==> config.mk <==
export PLATFORM = sky130hd
export DESIGN_NAME = fp_square_iter
export DESIGN_NICKNAME = d
export VERILOG_FILES = /design/src/rtl/fp_square_iter.sv
export SDC_FILE = /design/constraint.sdc
export NUM_CORES = 1
export LEC_CHECK = 0
export ABC_AREA = 1
export CELL_PAD_IN_SITES_DETAIL_PLACEMENT = 1
export CELL_PAD_IN_SITES_GLOBAL_PLACEMENT = 2
export CORE_ASPECT_RATIO = 0.7
export CORE_MARGIN = 4
export CORE_UTILIZATION = 32
export CTS_CLUSTER_DIAMETER = 50
export DETAILED_ROUTE_END_ITERATION = 8
export GPL_TIMING_DRIVEN = 0
export PLACE_DENSITY_LB_ADDON = 0.1
export SETUP_SLACK_MARGIN = 0.2
export SLEW_MARGIN = 20
export SYNTH_ARGS = -nofsm -noshare
export SYNTH_HDL_FRONTEND = slang
export SYNTH_SLANG_ARGS = --single-unit
==> constraint.sdc <==
create_clock -name clk -period 3.5 [get_ports clk]
set_input_delay 0.7 -clock clk [delete_from_list [all_inputs] [get_ports clk]]
set_output_delay 0.7 -clock clk [all_outputs]
set_load 0.1 [all_outputs]
==> src/rtl/fp_square_iter.sv <==
// ============================================================================
// Module   : fp_square_iter
// Function : IEEE-754 single/double squarer with a shift-add mantissa multiplier
// Revision : 1.0
// ============================================================================
`default_nettype none

module fp_square_iter #(
    parameter logic [10:0] DOUBLE_BIAS   = 11'd1023,
    parameter logic [7:0]  SINGLE_BIAS   = 8'd127,
    parameter logic [3:0]  EXPONENT_SIZE = 4'd11
) (
    input  logic        clk,
    input  logic        rst,
    input  logic        isFloat,
    input  logic        start,
    input  logic [63:0] in,
    output logic [63:0] out,
    output logic        busy,
    output logic        done,
    output logic        overflow,
    output logic        underflow
);

    localparam int ES = int'(EXPONENT_SIZE);
    localparam int EW = ES + 2;

    typedef enum logic [1:0] {
        S_IDLE = 2'd0,
        S_MULT = 2'd1,
        S_NORM = 2'd2,
        S_DONE = 2'd3
    } state_t;

    state_t         state_q;
    logic           isf_q;
    logic [ES-1:0]  exp_q;
    logic [105:0]   mcand_q;
    logic [52:0]    mplier_q;
    logic [105:0]   acc_q;
    logic [5:0]     cnt_q;
    logic [63:0]    out_q;
    logic           done_q;
    logic           ovf_q;
    logic           unf_q;

    // Normalization of the finished product
    logic           prod_hi_d;
    logic [22:0]    frac_s_d;
    logic [51:0]    frac_d_d;
    logic [EW-1:0]  bias_d;
    logic [EW-1:0]  exp_d;
    logic           ovf_d;
    logic           unf_d;
    logic [63:0]    res_d;

    always_comb begin
        prod_hi_d = isf_q ? acc_q[47] : acc_q[105];
        frac_s_d  = acc_q[47]  ? acc_q[46:24]  : acc_q[45:23];
        frac_d_d  = acc_q[105] ? acc_q[104:53] : acc_q[103:52];
        bias_d    = isf_q ? EW'(SINGLE_BIAS) : EW'(DOUBLE_BIAS);
        exp_d     = EW'({exp_q, 1'b0}) - bias_d + EW'(prod_hi_d);
        unf_d     = exp_d[EW-1] | (exp_d == '0);
        ovf_d     = !unf_d && (exp_d >= (isf_q ? EW'(255) : EW'(2047)));
        if (unf_d)
            res_d = 64'd0;
        else if (ovf_d)
            res_d = isf_q ? {32'd0, 32'h7F80_0000} : 64'h7FF0_0000_0000_0000;
        else if (isf_q)
            res_d = {32'd0, 1'b0, exp_d[7:0], frac_s_d};
        else
            res_d = {1'b0, exp_d[10:0], frac_d_d};
    end

    // Special-operand decode on the raw input; the sign bit never matters
    logic           in_exp_ones;
    logic           in_exp_zero;
    logic           in_frac_nz;
    logic           in_special;
    logic [63:0]    spec_res;
    logic           unused_sign;

    assign unused_sign = in[63];

    always_comb begin
        in_exp_ones = isFloat ? (&in[30:23]) : (&in[62:52]);
        in_exp_zero = isFloat ? ~(|in[30:23]) : ~(|in[62:52]);
        in_frac_nz  = isFloat ? (|in[22:0]) : (|in[51:0]);
        in_special  = in_exp_ones | in_exp_zero;
        if (in_exp_zero)
            spec_res = 64'd0;
        else if (in_frac_nz)
            spec_res = isFloat ? {32'd0, 32'h7FC0_0000} : 64'h7FF8_0000_0000_0000;
        else
            spec_res = isFloat ? {32'd0, 32'h7F80_0000} : 64'h7FF0_0000_0000_0000;
    end

    always_ff @(posedge clk) begin
        if (rst) begin
            state_q  <= S_IDLE;
            isf_q    <= 1'b0;
            exp_q    <= '0;
            mcand_q  <= '0;
            mplier_q <= '0;
            acc_q    <= '0;
            cnt_q    <= '0;
            out_q    <= '0;
            done_q   <= 1'b0;
            ovf_q    <= 1'b0;
            unf_q    <= 1'b0;
        end else begin
            done_q <= 1'b0;
            case (state_q)
                S_IDLE: begin
                    if (start) begin
                        isf_q <= isFloat;
                        ovf_q <= 1'b0;
                        unf_q <= 1'b0;
                        if (in_special) begin
                            out_q   <= spec_res;
                            state_q <= S_DONE;
                        end else begin
                            exp_q    <= isFloat ? ES'(in[30:23]) : ES'(in[62:52]);
                            mcand_q  <= isFloat ? 106'({1'b1, in[22:0]}) : 106'({1'b1, in[51:0]});
                            mplier_q <= isFloat ? 53'({1'b1, in[22:0]})  : {1'b1, in[51:0]};
                            acc_q    <= '0;
                            cnt_q    <= isFloat ? 6'd24 : 6'd53;
                            state_q  <= S_MULT;
                        end
                    end
                end
                S_MULT: begin
                    if (mplier_q[0])
                        acc_q <= acc_q + mcand_q;
                    mcand_q  <= mcand_q << 1;
                    mplier_q <= mplier_q >> 1;
                    cnt_q    <= cnt_q - 6'd1;
                    if (cnt_q == 6'd1)
                        state_q <= S_NORM;
                end
                S_NORM: begin
                    out_q   <= res_d;
                    ovf_q   <= ovf_d;
                    unf_q   <= unf_d;
                    state_q <= S_DONE;
                end
                default: begin
                    done_q  <= 1'b1;
                    state_q <= S_IDLE;
                end
            endcase
        end
    end

    assign out       = out_q;
    assign busy      = (state_q != S_IDLE);
    assign done      = done_q;
    assign overflow  = ovf_q;
    assign underflow = unf_q;

endmodule

`default_nettype wire

=== Word level (Yosys, flattened, before mapping) ===
Index checks and enable logic that the tools add are counted.

* Bits in registers: 352
* Bits in latches: 0
* Bits in writable memories: 0
* ROM bits: 0
* Bits of input ports: 68
* Logic and storage cells: 94
* Memories: 0

* Add/sub/neg operators: 4
* Multipliers: 0
* Div/mod/pow operators: 0
* $lt $le $gt $ge: 1
* Equality and inequality tests: 8
* Shift-type cells: 0
* Multiplexer cells: 44
* Bitwise operators: 5
* Reduce and logical (&&, ||, !) cells: 21

{| class="wikitable"
|+ Operator list
! kind !! number
|-
| $mux W106 || 5
|-
| $mux W63 || 7
|-
| $pmux W106 S2 || 2
|-
| $mux W53 || 4
|-
| $mux W64 || 3
|-
| $pmux W64 S2 || 1
|-
| $add A106 B106 Y106 || 1
|-
| $pmux W53 S2 || 1
|-
| $mux W52 || 1
|-
| $reduce_or A52 Y1 || 1
|-
| $mux W23 || 1
|-
| $reduce_or A23 Y1 || 1
|-
| $mux W11 || 2
|-
| $mux W6 || 3
|-
| $add A13 B1 Y13 || 1
|-
| $ge A13 B11 Y1 || 1
|-
| $logic_not A13 Y1 || 1
|-
| $sub A12 B10 Y13 || 1
|-
| $pmux W6 S2 || 1
|-
| $reduce_and A11 Y1 || 1
|-
| $reduce_or A11 Y1 || 1
|-
| $mux W10 || 1
|-
| $ne A2 B2 Y1 const B || 5
|-
| $reduce_and A3 Y1 || 3
|-
| other kinds (19) || 34
|}

=== Logic depth before layout (Yosys ltp) ===
Gate-level depths: netlist (run 1).

* Depth after elaboration: 10
* Mapped depth: 25

=== Worst setup path after synthesis (run 1) ===
Ideal clock, no wire load.

* Path type: reg-to-reg
* From: register isf_q
* To: register out_q[26] (netlist: out[26])
* Data arrival time: 2.804 ns
* Path slack: 0.625 ns
* Cell stages (with the launch flop): 25
* Clock period less this slack: 2.875 ns
* Cell sequence: dfxtp_1 > nand2_1 > nand2_2 > ha_1 > nand2_1 > nor2_1 > nand2_1 > nand2_1 > nand2_1 > nand2_1 > inv_1 > ha_1 > nand3b_1 > nor2_1 > nand2_1 > nor2_1 > nand4_1 > nand2_1 > nand2_1 > nand2_2 > buf_4 > nand2_2 > nand2_1 > nand2_1 > a21oi_1

* Word-level cells in the longest chain between the ends: 10

{| class="wikitable"
|+ RTL lines
! element !! RTL line !! RTL
|-
| start, declared || 36 || <nowiki>logic isf_q;</nowiki>
|-
| start signal, assigned || 116 || <nowiki>isf_q <= isFloat;</nowiki>
|-
| parallel branches: the longest is 8 deep, another holds $sub A12 B10 Y13 || -- ||
|-
| $mux W64 (*) || 65 || <nowiki>if (unf_d)</nowiki>
|-
| $pmux W64 S2 (*) || 113 || <nowiki>case (state_q)</nowiki>
|-
| end signal, assigned || 120 || <nowiki>out_q <= spec_res;</nowiki>
|-
| end signal, assigned || 142 || <nowiki>out_q <= res_d;</nowiki>
|-
| end, declared || 42 || <nowiki>logic [63:0] out_q;</nowiki>
|}

Every way passes the cells marked *.
A chain may end at the register's enable or synchronous reset.

=== Worst setup path after layout (run 1) ===
* From: register acc_q[63]
* To: register acc_q[100]

* Word-level cells in the longest chain between the ends: 3

{| class="wikitable"
|+ RTL lines
! element !! RTL line !! RTL
|-
| start, declared || 40 || <nowiki>logic [105:0] acc_q;</nowiki>
|-
| start signal, assigned || 134 || <nowiki>acc_q <= acc_q + mcand_q;</nowiki>
|-
| $add A106 B106 Y106 || 134 ||
|-
| $mux W106 || 133 || <nowiki>if (mplier_q[0])</nowiki>
|-
| $pmux W106 S2 || 113 ||
|}

Every way passes these cells. The select of a mux whose other input is x is not followed.

==> results.sh, run 1 <==
export IMPL_run_status="complete, no violations"
export IMPL_postLayoutCellArea_um2=30800
export IMPL_critical_path_top_cell_by_count="nand2_1"
export IMPL_place_detailed_hpwl_um=120000
export IMPL_drv_cap=0
export IMPL_worstReg2RegEnd="acc_q[100]$_SDFFE_PP0P_"
export IMPL_htreeDepth=2
export IMPL_synth_warning_count=0
export IMPL_timing_critical_path_fanout_max=5
export IMPL_worst_path_largest_cell_delay_ns=0.66
export IMPL_timing_worst_slew_pin_value_ns=1.06
export IMPL_final_weighted_congestion_in_routability_driven_placement=1.04
export IMPL_crit_chain="ha_1, nand2_1, nand2_1, a21oi_1, inv_1, nand2_1, nand2_1, a21oi_1, nand2_1, a21oi_1, nand3_1, nand3_1, a21oi_1"
export IMPL_grt_antenna_before_repair=2
export IMPL_post_synth_inst_count=4520
export IMPL_maxSlewViolCount=0
export IMPL_yosysTopAreaCellShare=0.270
export IMPL_synth_enable_flop_cells=0
export IMPL_finish_utilization=0.382
export IMPL_die_width_um=349
export IMPL_ff2ff_setup_slack_ns=0.17
export IMPL_yosysTopAreaCell="dfxtp_1"
export IMPL_grt_start_max_net_pins=16
export IMPL_holdBufCountCts=0
export IMPL_initial_standard_cell_utilization_of_the_core=0.323
export IMPL_design_final_nets=4906
export IMPL_nFillCells=10903
export IMPL_drt_drc_violations_left=0
export IMPL_crit_slowest_cell="a21oi_1"
export IMPL_clk_pin_slew_worst_paths_ns=0.06
export IMPL_place_port_buffers=131
export IMPL_clockBufferDepth=3
export IMPL_grt_setup_unrepaired="true"
export IMPL_arrival_time_of_the_worst_setup_path_ns=3.82
export IMPL_timing_critical_path_to="acc_q[100]$_SDFFE_PP0P_"
export IMPL_tritoncts_clock_tree="yes"
export IMPL_post_synth_main_area_contributors="dfxtp_1 (27%), nand2_1 (21%), inv_1 (9.1%)"
export IMPL_fin_tns_setup_ns=0
export IMPL_drive_above_1_share=0.0493
export IMPL_r2r_start="acc_q[63]$_SDFFE_PP0P_"
export IMPL_drt_pre_antenna_iters=5
export IMPL_ir_worst_vdd_mv=0.411
export IMPL_yosys_register_bits=351
export IMPL_vias=31147
export IMPL_critical_path_startpoint_type="register"
export IMPL_max_slew_margin_rel=0.294
export IMPL_maxClockFrequency_ghz=0.301
export IMPL_postSynth_asyncResetShare=0
export IMPL_placement_rows=87
export IMPL_vias_per_cell=5.35
export IMPL_fraction_of_the_yosys_area_taken_by_sequential_cells=0.270
export IMPL_final_period_utilization=0.951
export IMPL_placement_cell_area_um2=28700
export IMPL_seqCellArea_um2=7030
export IMPL_first_pass_grt_wire_length_um=203000
export IMPL_wl_met2_um=52300
export IMPL_cts_root_buf="clkbuf_16"
export IMPL_worst_path_class_setup="register to register"
export IMPL_detail_route_antenna_nets=0
export IMPL_fin_worst_hold_slack_ns=0.448
export IMPL_leakage_nw=14.5
export IMPL_die_height_um=247
export IMPL_route_layer_met1_wl_um=73100
export IMPL_min_delay_path_class="register to register"
export IMPL_ff2ff_path_depth=13
export IMPL_global_route_usage_total=0.320
export IMPL_ioPinCount=136
export IMPL_yosys_cell_types_count=49
export IMPL_setup_worst_path_start="acc_q[63]$_SDFFE_PP0P_"
export IMPL_top_signal_layer_used="met4"
export IMPL_finalSetupViolations=0
export IMPL_netlist_area_um2=26100
export IMPL_synthesis_nets=4711
export IMPL_area_growth_synth_to_final_pct=18.2
export IMPL_timing_clock_skew_ns=0.0589
export IMPL_period_needed_ns=3.33
export IMPL_synth_ff_type="dfxtp_1"
export IMPL_finalWirelength_um=142000
export IMPL_power_density_nw_per_um2=657
export IMPL_synth_most_common_cell="nand2_1"
export IMPL_clock_latency_ns=0.65
export IMPL_cts_sink_count=351
export IMPL_required_ns=4.00
export IMPL_core_um2=80700
export IMPL_first_global_vias=29150
export IMPL_drt_iter0_markers=2717
export IMPL_post_drt_wl_per_cell_um=24.3
export IMPL_ys_top_cells_by_count="nand2_1 (1,458), inv_1 (634), nor2_1 (438)"
export IMPL_timing_critical_path_to_type="register"
export IMPL_avgSynthCellArea_um2=5.77
export IMPL_floorplan_die_area_um2=86100
export IMPL_global_route_overflow_total=0
export IMPL_numCtsBuffers=52
export IMPL_total_power_mw=20.2
export IMPL_multiInputGateArea_um2=16200
export IMPL_finalHoldViolations=0
export IMPL_met3WireLength_um=14000
flip-flops by register name, indices dropped and copies added (netlist names):
register   count
exp_q         11
underflow      1
mplier_q      53
mcand_q      106
cnt_q          6
state_q        2
out           63
overflow       1
isf_q          1
acc_q        106
done           1
worst max-delay path: cells and delay by family, from the launching register on:
family	cells	cell delay [ns]
AOI/OAI and AO/OA	4	1.24
and+or+nand+nor	7	0.91
DFF	1	0.48
adders and majority gates	1	0.44
buffers and inverters	1	0.08
cell usage in the layout (no fill, tap or decap), drive strengths merged, types with 16 or more instances in the layout:
cell and count:
nand2 1463, inv 652, nor2 440, a21oi 437, o21ai 379, dfxtp 351, nand3 246, clkbuf 178
clkdlybuf4s50 127, ha 122, buf 60, nand4 53, a31oi 49, o22ai 28, nor3 23, nand3b 18
nor4 16, clkinv 16
worst min path at each step:
stage	start	end	slack [ns]	cells after the start
after global placement	mplier_q[7]$_SDFFE_PP0P_	mplier_q[7]$_SDFFE_PP0P_	0.43	2
after CTS	mplier_q[9]$_SDFFE_PP0P_	mplier_q[9]$_SDFFE_PP0P_	0.45	2
final	mplier_q[9]$_SDFFE_PP0P_	mplier_q[9]$_SDFFE_PP0P_	0.45	2
after floorplan	mplier_q[2]$_SDFFE_PP0P_	mplier_q[2]$_SDFFE_PP0P_	0.42	2
after detailed placement	mplier_q[9]$_SDFFE_PP0P_	mplier_q[9]$_SDFFE_PP0P_	0.44	2
after global routing	mplier_q[27]$_SDFFE_PP0P_	mplier_q[27]$_SDFFE_PP0P_	0.47	2
cells by family after synthesis:
group | count (synthesis) | share of synthesized area
xor gates and xnor gates | 21 | 0.00706
DFF | 351 | 0.270
buffers and inverters | 812 | 0.121
and+or+nand+nor | 2276 | 0.354
other | 1 | 0.000144
AOI/OAI and AO/OA | 936 | 0.189
adders and majority gates | 123 | 0.0593
metal layers:
layer	up-vias	GRT usage
li1	14892	-
met1	15166	0.516
met2	989	0.424
met3	100	0.0745
met4	0	0.0495
met5	-	0
power breakdown:
group          switching [mW]  internal (mW)  leakage, nW
logic                    6.73           2.37         10.8
registers               0.871           5.00         2.87
clock network            2.32           2.96        0.818
total                    9.92           10.3         14.5
stage by stage:
| step | worst slack (ns) | std cells |
|---|---|---|
| after global routing | 0.0774 | 5819 |
| after global placement | -0.784 | 5719 |
| after CTS | 0.196 | 5811 |
| after detailed placement | -0.800 | 5719 |
| after floorplan | 0.625 | 4520 |
| final | 0.172 | 5824 |
what timing repair did:
item / 4_1_cts / 5_1_grt
hold endpoints to repair: 0 / 0
buffers inserted: 2 / 8
pin swaps: 2 / 3
resized for setup: 36 / 49
setup endpoints to repair: 187 / 199
area by class of cell:
type / count / share of cell area
antenna: 5 / 0.000406
buffer: 171 / 0.0251
clock buffer: 57 / 0.0432
clock inverter: 33 / 0.0116
inverter: 641 / 0.0782
multi-input combinational: 3357 / 0.524
sequential: 351 / 0.228
tap: 1068 / 0.0434
timing repair buffer: 141 / 0.0456
(Power assumes the default switching activity.)
==> run 2, diff against run 1 <==
--- a/config.mk
+++ b/config.mk
@@ -20,3 +20,4 @@
 export SYNTH_ARGS = -nofsm -noshare
 export SYNTH_HDL_FRONTEND = slang
 export SYNTH_SLANG_ARGS = --single-unit
+export TNS_END_PERCENT = 20
==> run 2 against run 1 <==
Critical path depth decreased by 3. Cell count about the same. Wire length about the same. Design area shrank 0.22%. Flip-flop and latch count unchanged. Clock power hardly changed. Critical path type unchanged.
==> results.sh, run 2 (same netlist as run 1, synthesis figures left out) <==
export IMPL_place_port_buffers=131
export IMPL_holdBufCountCts=0
export IMPL_grt_setup_unrepaired="true"
export IMPL_area_growth_synth_to_final_pct=18.0
export IMPL_ioPinCount=136
export IMPL_run_status="complete, no violations"
export IMPL_finalHoldViolations=0
export IMPL_final_common_cell="nand2_1"
export IMPL_r2r_start="acc_q[80]$_SDFFE_PP0P_"
export IMPL_worst_path_class_setup="register to register"
export IMPL_grt_start_max_net_pins=16
export IMPL_timing_critical_path_fanout_max=5
export IMPL_drt_iter0_markers=2774
export IMPL_design_final_nets=4904
export IMPL_global_route_usage_total=0.320
export IMPL_floorplan_die_area_um2=86100
export IMPL_critical_path_startpoint_type="register"
export IMPL_hold_path_end="mplier_q[9]$_SDFFE_PP0P_"
export IMPL_drt_pre_antenna_iters=5
export IMPL_worstReg2RegEnd="acc_q[81]$_SDFFE_PP0P_"
export IMPL_clockBufferDepth=3
export IMPL_clock_latency_ns=0.65
export IMPL_hp_start="mplier_q[9]$_SDFFE_PP0P_"
export IMPL_ff2ff_path_depth=10
export IMPL_first_global_vias=29148
export IMPL_htreeDepth=2
export IMPL_worstHoldPathCells=2
export IMPL_place_detailed_hpwl_um=120000
export IMPL_vias=31194
export IMPL_die_height_um=247
export IMPL_drive_above_1_share=0.0476
export IMPL_detail_route_antenna_nets=0
export IMPL_tritoncts_clock_tree="yes"
export IMPL_final_period_utilization=0.981
export IMPL_crit_slowest_cell="nor4_1"
export IMPL_instances_no_fill=5819
export IMPL_numCtsBuffers=52
export IMPL_arrival_time_of_the_worst_setup_path_ns=3.93
export IMPL_maxSlewViolCount=0
export IMPL_timing_critical_path_to_type="register"
export IMPL_finalSetupViolations=0
export IMPL_post_drt_wl_per_cell_um=24.3
export IMPL_cts_root_buf="clkbuf_16"
export IMPL_global_route_overflow_total=0
export IMPL_final_weighted_congestion_in_routability_driven_placement=1.04
export IMPL_finalWirelength_um=142000
export IMPL_maxClockFrequency_ghz=0.291
export IMPL_mostFrequentLayoutCells="nand2_1 (1,445), inv_1 (633), nor2_1 (437)"
export IMPL_grt_antenna_before_repair=2
export IMPL_clk_pin_slew_worst_paths_ns=0.06
export IMPL_ff2ff_setup_slack_ns=0.07
export IMPL_power_density_nw_per_um2=659
export IMPL_crit_chain="ha_1, nand2_1, nor2_1, nand2_1, nor4_1, nand3_1, nand3_1, nand2_1, nand3_1, a21oi_1"
export IMPL_drt_drc_violations_left=0
export IMPL_vias_per_cell=5.36
export IMPL_placement_rows=87
export IMPL_max_slew_margin_rel=0.274
export IMPL_dp_cells=5719
export IMPL_required_ns=4.00
export IMPL_timing_clock_skew_ns=0.0607
export IMPL_fin_worst_hold_slack_ns=0.448
export IMPL_leakage_nw=14.4
export IMPL_timing_worst_slew_pin_value_ns=1.09
export IMPL_worst_path_largest_cell_delay_ns=0.70
export IMPL_die_width_um=349
export IMPL_drv_cap=0
export IMPL_min_delay_path_class="register to register"
export IMPL_initial_standard_cell_utilization_of_the_core=0.323
export IMPL_period_needed_ns=3.43
export IMPL_cts_sink_count=351
export IMPL_core_um2=80700
export IMPL_first_pass_grt_wire_length_um=203000
export IMPL_ir_worst_vdd_mv=0.411
export IMPL_total_power_mw=20.2
## run 2: repair_timing
item                                   4_1_cts  5_1_grt
endpoints found under the hold margin        0        0
buffers inserted                             2        6
setup endpoints to repair                  187      238
pin swaps                                    2        1
gates resized for setup                     30       44
## run 2: cell type report
cell class	count	area, µm²
fillers	10906	49900
multi-input cells	3357	16100
flip-flops and latches	351	7030
inverters	641	2410
repair buffers	139	1390
well taps	1068	1340
clock buffers	57	1330
plain buffers	171	773
clock inverters	33	357
diodes	2	5.00
## run 2: per-layer routing
layer | up-vias | part of all wire | GRT usage
met1 | 15203 | 0.52 | 0.516
met2 | 1000 | 0.37 | 0.424
li1 | 14886 | - | -
met3 | 105 | 0.096 | 0.0745
met5 | - | 0 | 0
met4 | 0 | 0.014 | 0.0495
## run 2: metrics by stage
step	utilization	setup WS [ns]	instance area, µm²	TNS (ns)
6_report	0.381	0.0680	30700	0
3_3_place_gp	0.356	-0.784	28700	-121.35
4_1_cts	0.378	0.0954	30500	0
5_1_grt	0.381	0.0843	30700	0
2_1_floorplan	-	0.625	26100	0
3_5_place_dp	0.356	-0.800	28700	-128.52
## run 2: worst max-delay path by stage
stage / from / endpoint / slack, ns / cells past startpoint
final: acc_q[80]$_SDFFE_PP0P_ / acc_q[81]$_SDFFE_PP0P_ / 0.07 / 10
after floorplan: isf_q$_SDFFE_PP0P_ / out[26]$_SDFFE_PP0P_ / 0.62 / 24
after global routing: acc_q[35]$_SDFFE_PP0P_ / acc_q[75]$_SDFFE_PP0P_ / 0.08 / 13
after CTS: in[25] / mcand_q[96]$_SDFFE_PP0P_ / 0.1 / 12
after detailed placement: in[25] / mcand_q[101]$_SDFFE_PP0P_ / -0.80 / 12
after global placement: in[25] / mcand_q[38]$_SDFFE_PP0P_ / -0.78 / 11
## run 2: power breakdown
group          internal (mW)  switching [mW]
Clock                   2.96            2.31
Combinational           2.38            6.73
Sequential              5.00           0.870
Total                   10.3            9.91
## run 2: worst max-delay path: cells and delay by family (launching register included)
family                     cells  cell delay, ns
AOI/OAI and AO/OA              1            0.08
and+or+nand+nor                8            2.17
adders and majority gates      1            0.67
DFF                            1            0.38
==> run 3, diff against run 2 <==
--- a/config.mk
+++ b/config.mk
@@ -16,6 +16,7 @@
 export GPL_TIMING_DRIVEN = 0
 export PLACE_DENSITY_LB_ADDON = 0.1
 export SETUP_SLACK_MARGIN = 0.2
+export SKIP_CTS_REPAIR_TIMING = 1
 export SLEW_MARGIN = 20
 export SYNTH_ARGS = -nofsm -noshare
 export SYNTH_HDL_FRONTEND = slang
==> run 3 against run 2 <==
Non-clock buffer count shrank 1. Design area is essentially flat. Wire length is essentially flat. First-iteration DRC count shrank 1.7%. Hold slack is essentially flat. Fmax grew 0.95%.
==> results.sh, run 3 (same netlist as run 1, synthesis figures left out) <==
export IMPL_run_status="complete, no violations"
export IMPL_maxSlewViolCount=0
export IMPL_critical_path_startpoint_type="register"
export IMPL_drv_cap=0
export IMPL_crit_chain="inv_1, ha_1, inv_1, clkdlybuf4s50_1"
export IMPL_total_power_mw=20.2
export IMPL_first_pass_grt_wire_length_um=202000
export IMPL_timing_critical_path_buf_inv=3
export IMPL_maxClockFrequency_ghz=0.294
export IMPL_critical_path_top_cell_by_count="inv_1"
export IMPL_global_route_overflow_total=0
export IMPL_die_width_um=349
export IMPL_grt_start_max_net_pins=16
export IMPL_max_slew_margin_rel=0.280
export IMPL_core_um2=80700
export IMPL_global_route_usage_total=0.320
export IMPL_drive_above_1_share=0.0461
export IMPL_final_weighted_congestion_in_routability_driven_placement=1.04
export IMPL_postLayoutCellArea_um2=30700
export IMPL_first_global_vias=29139
export IMPL_tritoncts_clock_tree="yes"
export IMPL_power_density_nw_per_um2=658
export IMPL_worst_path_class_setup="register to output pin"
export IMPL_cts_root_buf="clkbuf_16"
export IMPL_htreeDepth=2
export IMPL_cts_sink_count=351
export IMPL_initial_standard_cell_utilization_of_the_core=0.323
export IMPL_drt_drc_violations_left=0
export IMPL_post_drt_wl_per_cell_um=24.3
export IMPL_min_delay_path_class="register to register"
export IMPL_final_period_utilization=0.971
export IMPL_leakage_nw=14.4
export IMPL_place_detailed_hpwl_um=120000
export IMPL_design_final_nets=4903
export IMPL_path_delay_family="buffers and inverters"
export IMPL_vias_per_cell=5.33
export IMPL_placement_rows=87
export IMPL_worst_path_largest_cell_delay_ns=1.18
export IMPL_place_port_buffers=131
export IMPL_ioPinCount=136
export IMPL_die_height_um=247
export IMPL_clockBufferDepth=3
export IMPL_grt_setup_unrepaired="true"
export IMPL_detail_route_antenna_nets=0
export IMPL_dp_worst_setup_slack_ns=-0.800
export IMPL_grt_antenna_before_repair=4
export IMPL_area_growth_synth_to_final_pct=17.8
export IMPL_period_needed_ns=3.40
export IMPL_crit_slowest_cell="clkdlybuf4s50_1"
export IMPL_drt_iter0_markers=2727
export IMPL_required_ns=2.80
export IMPL_drt_pre_antenna_iters=5
export IMPL_final_setup_worst_slack_ns=0.100
export IMPL_finalHoldViolations=0
export IMPL_vias=31016
export IMPL_placement_cell_area_um2=28700
export IMPL_finalSetupViolations=0
export IMPL_arrival_time_of_the_worst_setup_path_ns=2.70
export IMPL_clock_latency_ns=0.65
export IMPL_floorplan_die_area_um2=86100
export IMPL_timing_critical_path_fanout_max=6
export IMPL_clk_pin_slew_worst_paths_ns=0.06
export IMPL_timing_worst_slew_pin_value_ns=1.08
export IMPL_numCtsBuffers=52
export IMPL_mostFrequentLayoutCells="nand2_1 (1,446), inv_1 (633), nor2_1 (437)"
export IMPL_finalWirelength_um=142000
export IMPL_final_common_cell="nand2_1"
export IMPL_timing_clock_skew_ns=0.0630
export IMPL_ir_worst_vdd_mv=0.412
export IMPL_timing_critical_path_to_type="output pin"
## run 3: cell types whose count changed in the layout (fill, tap and decap cells not counted), sizes merged
cell           previous run  this run
clkbuf                  177       176
dlygate4sd2               1         0
clkdlybuf4s50           128       129
## run 3: path summary, 6_finish.rpt
path,startpoint,end,slack [ns],cells past startpoint
worst max-delay path,state_q[0]$_SDFFE_PP0P_,busy,0.10,4
worst min-delay path,mplier_q[9]$_SDFFE_PP0P_,mplier_q[9]$_SDFFE_PP0P_,0.45,2
worst max register to register,acc_q[80]$_SDFFE_PP0P_,acc_q[81]$_SDFFE_PP0P_,0.12,10
worst min register to register,mplier_q[9]$_SDFFE_PP0P_,mplier_q[9]$_SDFFE_PP0P_,0.45,2
## run 3: final cells by class
cell class | instances | area, µm²
antenna | 2 | 5.00
buffer | 171 | 766
clock buffer | 57 | 1330
clock inverter | 33 | 357
fill | 10905 | 50000
inverter | 641 | 2410
multi-input combinational | 3357 | 16100
sequential | 351 | 7030
tap | 1068 | 1340
timing repair buffer | 138 | 1370
## run 3: worst reg2reg max path, stage by stage, from the launching register on
cell	delay, ns
dfxtp_1	0.37
ha_1	0.69
nand2_1	0.29
nor2_1	0.28
nand2_1	0.20
nor4_1	0.66
nand3_1	0.33
nand3_1	0.18
nand2_1	0.06
nand3_1	0.10
a21oi_1	0.07
## run 3: metrics by stage
stage	util	cells	TNS (ns)	hold slack [ns]
after floorplan	-	4520	0	0.424
after global placement	0.356	5719	-121.35	0.435
after detailed placement	0.356	5719	-128.52	0.442
after CTS	0.377	5809	-23.72	0.451
after global routing	0.381	5816	0	0.469
final	0.381	5818	0	0.448
## run 3: per-layer routing
| layer | vias up | GRT usage | wire length (µm) | part of all wire |
|---|---|---|---|---|
| met1 | 15064 | 0.512 | 73800 | 0.52 |
| met4 | 2 | 0.0490 | 1970 | 0.014 |
| met3 | 106 | 0.0809 | 13400 | 0.095 |
| met2 | 949 | 0.424 | 52300 | 0.37 |
| met5 | - | 0 | 9 | 0.000064 |
| li1 | 14895 | - | - | - |
## run 3: where the power goes
group	leakage [nW]	internal, mW	total, mW	switching [mW]
logic	10.7	2.35	9.07	6.73
registers	2.87	5.00	5.87	0.870
clock network	0.818	2.96	5.27	2.31
total	14.4	10.3	20.2	9.90
